<file path="src/rtl/reg_wr_arbiter.sv">
// Write arbiter between two register-space writers and the single register-file
// write port: one holding slot per port, round-robin on conflicts, same-address coalescing.
module reg_wr_arbiter #(
    parameter int AW = 8,
    parameter int DW = 16
) (
    input  logic          clk,
    input  logic          rst,
    input  logic          a_req,
    input  logic [AW-1:0] a_addr,
    input  logic [DW-1:0] a_wdata,
    output logic          a_ack,
    output logic          a_done,
    output logic          a_busy,
    input  logic          b_req,
    input  logic [AW-1:0] b_addr,
    input  logic [DW-1:0] b_wdata,
    output logic          b_ack,
    output logic          b_done,
    output logic          b_busy,
    output logic          wr_en,
    output logic [AW-1:0] wr_addr,
    output logic [DW-1:0] wr_data,
    output logic          wr_src
);

    // Index 0 is port A, index 1 is port B throughout.
    logic [1:0]    req_w;
    logic [AW-1:0] addr_w [2];
    logic [DW-1:0] data_w [2];

    assign req_w     = {b_req, a_req};
    assign addr_w[0] = a_addr;
    assign addr_w[1] = b_addr;
    assign data_w[0] = a_wdata;
    assign data_w[1] = b_wdata;

    logic [1:0]    valid_q, valid_d;
    logic [AW-1:0] addr_q [2];
    logic [AW-1:0] addr_d [2];
    logic [DW-1:0] data_q [2];
    logic [DW-1:0] data_d [2];
    logic          newer_q, newer_d;
    logic          prio_q, prio_d;
    logic [1:0]    ack_q, ack_d;
    logic [1:0]    done_q, done_d;
    logic          wr_en_q, wr_en_d;
    logic [AW-1:0] wr_addr_q, wr_addr_d;
    logic [DW-1:0] wr_data_q, wr_data_d;
    logic          wr_src_q, wr_src_d;

    logic [1:0] grant;
    logic [1:0] cap;
    logic       coalesce;
    logic       sel;

    always_comb begin
        coalesce = (&valid_q) && (addr_q[0] == addr_q[1]);
        prio_d   = prio_q;
        if (coalesce) begin
            grant = 2'b11;
        end else if (&valid_q) begin
            grant  = prio_q ? 2'b10 : 2'b01;
            prio_d = ~prio_q;
        end else begin
            grant = valid_q;
        end
    end

    // A slot may be refilled at the same edge it is granted, giving one write per cycle.
    for (genvar gi = 0; gi < 2; gi++) begin : g_slot
        always_comb begin
            cap[gi]     = req_w[gi] & (~valid_q[gi] | grant[gi]);
            valid_d[gi] = cap[gi] | (valid_q[gi] & ~grant[gi]);
            addr_d[gi]  = cap[gi] ? addr_w[gi] : addr_q[gi];
            data_d[gi]  = cap[gi] ? data_w[gi] : data_q[gi];
        end

        always_ff @(posedge clk) begin
            if (rst) begin
                valid_q[gi] <= 1'b0;
                addr_q[gi]  <= '0;
                data_q[gi]  <= '0;
            end else begin
                valid_q[gi] <= valid_d[gi];
                addr_q[gi]  <= addr_d[gi];
                data_q[gi]  <= data_d[gi];
            end
        end
    end

    always_comb begin
        ack_d   = cap;
        done_d  = grant;
        wr_en_d = |grant;
        // On coalesce the newest capture supplies the data; otherwise the single granted slot.
        sel     = coalesce ? newer_q : grant[1];
        if (|grant) begin
            wr_addr_d = addr_q[sel];
            wr_data_d = data_q[sel];
            wr_src_d  = sel;
        end else begin
            wr_addr_d = wr_addr_q;
            wr_data_d = wr_data_q;
            wr_src_d  = wr_src_q;
        end
        if (cap[1])      newer_d = 1'b1;
        else if (cap[0]) newer_d = 1'b0;
        else             newer_d = newer_q;
    end

    always_ff @(posedge clk) begin
        if (rst) begin
            newer_q   <= 1'b1;
            prio_q    <= 1'b1;
            ack_q     <= 2'b00;
            done_q    <= 2'b00;
            wr_en_q   <= 1'b0;
            wr_addr_q <= '0;
            wr_data_q <= '0;
            wr_src_q  <= 1'b0;
        end else begin
            newer_q   <= newer_d;
            prio_q    <= prio_d;
            ack_q     <= ack_d;
            done_q    <= done_d;
            wr_en_q   <= wr_en_d;
            wr_addr_q <= wr_addr_d;
            wr_data_q <= wr_data_d;
            wr_src_q  <= wr_src_d;
        end
    end

    assign a_ack   = ack_q[0];
    assign b_ack   = ack_q[1];
    assign a_done  = done_q[0];
    assign b_done  = done_q[1];
    assign a_busy  = valid_q[0];
    assign b_busy  = valid_q[1];
    assign wr_en   = wr_en_q;
    assign wr_addr = wr_addr_q;
    assign wr_data = wr_data_q;
    assign wr_src  = wr_src_q;

endmodule

</file>
<file path="config.mk">
export PLATFORM = sky130hd
export DESIGN_NAME = reg_wr_arbiter
export DESIGN_NICKNAME = d
export VERILOG_FILES = /design/src/rtl/reg_wr_arbiter.sv
export SDC_FILE = /design/constraint.sdc
export NUM_CORES = 1
export LEC_CHECK = 0
export CAP_MARGIN = 20
export CORE_AREA = 10 10 98 91
export DETAILED_ROUTE_END_ITERATION = 8
export DIE_AREA = 0 0 108 101
export GPL_ROUTABILITY_DRIVEN = 0
export MAX_ROUTING_LAYER = met4
export PLACE_DENSITY_LB_ADDON = 0.25
export SLEW_MARGIN = 0
export SYNTH_ARGS = -nofsm -noshare
export SYNTH_HDL_FRONTEND = slang
export SYNTH_SLANG_ARGS = --single-unit
</file>
<file path="constraint.sdc">
create_clock -name clk -period 2.5 [get_ports clk]
set_input_delay 0.5 -clock clk [delete_from_list [all_inputs] [get_ports clk]]
set_output_delay 0.5 -clock clk [all_outputs]
set_load 0.05 [all_outputs]
</file>
==> results_dict.tcl <==
set metrics [dict create \
    status "complete, no violations" \
    mappedNetlistArea_sq_mm 0.00324 \
    syn_avg_cell_area_sq_um 11.7 \
    routedWlPerCell_um 17.4 \
    crit_chain "xnor2_1 > and4_1 > a211oi_4 > nor3_4 > a221o_1" \
    antenna_found_initial 0 \
    synth-warning-count 0 \
    cts-root-buf "clkbuf_8" \
    rows 29 \
    routed_via_density 5.18 \
    crit_type "flop to flop" \
    crit_fanout 24 \
    cts_tree "yes" \
    die-area_sq_mm 0.0109 \
    ys_seq_area_frac 0.606 \
    drive_gt1_frac 0.0842 \
    fin_setup_tns_ns 0 \
    post_cts_buffers 0 \
    start_util 0.467 \
    area.growth.synth_to_final_pct 34.6 \
    period_share 0.935 \
    dpl_worst_slack_ns 0.0449 \
    crit_path_start_kind "flop" \
    critPathRequiredTime_ns 2.79 \
    cts.clk_slew.worst_paths_ns 0.08 \
    cp_slowest_cell "nor3_4" \
    clock_latency_ns 0.35 \
    crit_path_end_kind "flop" \
    grt_setup_unrepaired "no" \
    worstPathArrival_ns 2.63 \
    slowest_delay_ns 0.80 \
    cts_sinks 82 \
    fin_cells 461 \
    antenna_cells 0 \
    hold_class "flop to flop" \
    drv_cap 0 \
    die_w_um 108 \
    synth_nets 328 \
    hold_violations 0 \
    io_buffers 83 \
    switching_share 0.260 \
    finalWorstSetupSlack_ns 0.162 \
    place_inst 445 \
    hold_start "data_q[1][12]$_SDFFCE_PN0P_" \
    routed_wl_mm 8.04 \
    peakVddDrop_uv 340 \
    place_area_sq_mm 0.00418 \
    period_needed_ns 2.34 \
    fin_area_sq_mm 0.00436 \
    p_seq_frac 0.549 \
    ys_types 28 \
    grt_pass1_vias 2482 \
    ant_nets 0 \
    ys_ff_latch 82 \
    grt_max_degree 25 \
    leakage_nw 1.61 \
    cts-buffers-inserted 9 \
    max_slew.worst_pin.slew_ns 1.02 \
    comb_power_share 0.153 \
    p_switching_mw 0.715 \
    dieHeight_um 101 \
    fmax_ghz 0.428 \
    num_io_pins 84 \
    reg2reg_from "addr_q[1][2]$_SDFFE_PP0P_" \
    via_count 2386 \
    power.density_mw_per_mm2 632 \
    cts_htree_levels 3 \
    first_iter_violations 140 \
    pwr-share-clk 0.299 \
    grt.overflow.total 0 \
    grt_pass1_wl_mm 12.8 \
    setup_viol 0 \
    drc 0 \
    ctsLongestPathBuffers 2 \
    slew_violations 0 \
    crit_start "addr_q[1][2]$_SDFFE_PP0P_" \
    hpwl_mm 5.69 \
    grt_usage 0.156 \
    first_pass_iters 4 \
    nNetsFinal 415 \
    relSlewSlack 0.320 \
    syn_inst 276 \
    fin_skew_ns 0.00832 \
    intPower_mw 2.04 \
    finalPower_mw 2.75 \
    core_sq_mm 0.00693 \
]
cell usage in the layout (no fill, tap or decap), types with 2 or more instances in the layout:
cell type and n:
nand3b_1 2, clkbuf_1 3, and4_1 2, nor3_2 2
a21oi_1 18, a221o_1 24, and2_1 56, nand2b_1 3
a211oi_4 2, dfxtp_1 50, nor2_1 6, buf_4 10
nand4_1 2, clkdlybuf4s50_1 83, clkbuf_8 10, o21ai_0 18
inv_1 3, nand3_1 16, xnor2_1 8, nand2_1 3
a21oi_2 2, edfxtp_1 32, a21o_1 3, nor3_4 3
worst paths after layout:
path | slack (ns) | cells past startpoint | endpoint
max | 0.16 | 5 | wr_addr[0]$_SDFFE_PP0P_
min | 0.47 | 1 | wr_data[12]$_SDFFE_PP0P_
max reg2reg | 0.16 | 5 | wr_addr[0]$_SDFFE_PP0P_
min reg2reg | 0.47 | 1 | wr_data[12]$_SDFFE_PP0P_
cells by family (layout without fill, tap and decap cells):
logic type	after synthesis	count (layout)	synth area share
and+or+nand+nor	97	97	0.181
DFF	82	82	0.606
xor gates and xnor gates	8	8	0.0216
AOI/OAI and AO/OA	69	69	0.160
buffers and inverters	20	112	0.0321
through the flow:
| step | hold WS, ns | util |
|---|---|---|
| 2_1_floorplan | 0.448 | - |
| 3_3_place_gp | 0.450 | 0.604 |
| 3_5_place_dp | 0.456 | 0.604 |
| 4_1_cts | 0.472 | 0.628 |
| 5_1_grt | 0.483 | 0.628 |
| 6_report | 0.470 | 0.628 |
timing repair:
| item | in CTS | in global routing |
|---|---|---|
| hold buffers | 0 | 0 |
| setup endpoints to repair | 0 | 31 |
| gates resized for setup | 0 | 1 |
worst max-delay path: cells and delay by family, from the launching register on:
| family | cells | cell delay, ns |
|---|---|---|
| and+or+nand+nor | 2 | 1.27 |
| AOI/OAI and AO/OA | 2 | 0.43 |
| DFF | 1 | 0.35 |
| xor gates and xnor gates | 1 | 0.23 |
per-layer routing:
metal  GRT usage  part of all wire  vias up
met2       0.246              0.50       74
met1       0.183              0.43     1131
met3      0.0537             0.061        7
met4      0.0513            0.0085        0
met5           -                 0        -
li1            -                 -     1174
synth_stat cells:
| master | instances | area [sq um] |
|---|---|---|
| nor4_1 | 1 | 6.26 |
| nor3_2 | 4 | 40.0 |
| a21oi_2 | 2 | 17.5 |
| a211o_1 | 1 | 8.76 |
| buf_6 | 3 | 33.8 |
| nand2b_1 | 3 | 18.8 |
| clkbuf_1 | 9 | 33.8 |
| nand4_1 | 2 | 12.5 |
| a221o_1 | 24 | 240 |
| nor2_1 | 6 | 22.5 |
| inv_1 | 3 | 11.3 |
| buf_4 | 1 | 7.51 |
| o21ai_0 | 18 | 90.1 |
| nor3_1 | 2 | 10.0 |
| a211oi_4 | 2 | 40.0 |
| and2_1 | 56 | 350 |
| a211oi_1 | 1 | 7.51 |
| nand3b_1 | 2 | 15.0 |
| a21o_1 | 3 | 22.5 |
| edfxtp_1 | 32 | 961 |
| buf_1 | 2 | 7.51 |
| buf_2 | 2 | 10.0 |
| and4_1 | 2 | 17.5 |
| xnor2_1 | 8 | 70.1 |
| nand3_1 | 16 | 80.1 |
| nand2_1 | 3 | 11.3 |
| dfxtp_1 | 50 | 1000 |
| a21oi_1 | 18 | 90.1 |
layout make-up:
cell class	instances	area (sq um)
clock inverters	3	16.3
clock buffers	13	149
flip-flops and latches	82	1960
well taps	93	116
repair buffers	93	906
fillers	540	2570
multi-input cells	174	1190
inverters	3	11.3
registers in the layout (all words and copies together), names as in the netlist:
register / count
data_q: 32
addr_q: 16
prio_q: 1
b_busy: 1
a_busy: 1
wr_src: 1
wr_addr: 8
done_q: 2
ack_q: 2
wr_en: 1
newer_q: 1
wr_data: 16
power by group through the flow:
stage          combinational, mW  clock, mW  sequential (mW)
2_1_floorplan              0.159          0             1.62
3_3_place_gp               0.412          0             1.54
3_5_place_dp               0.421          0             1.54
5_1_grt                    0.449      0.894             1.52
6_report                   0.420      0.821             1.51
4_1_cts                    0.422      0.845             1.51
(Power assumes the default switching activity.)
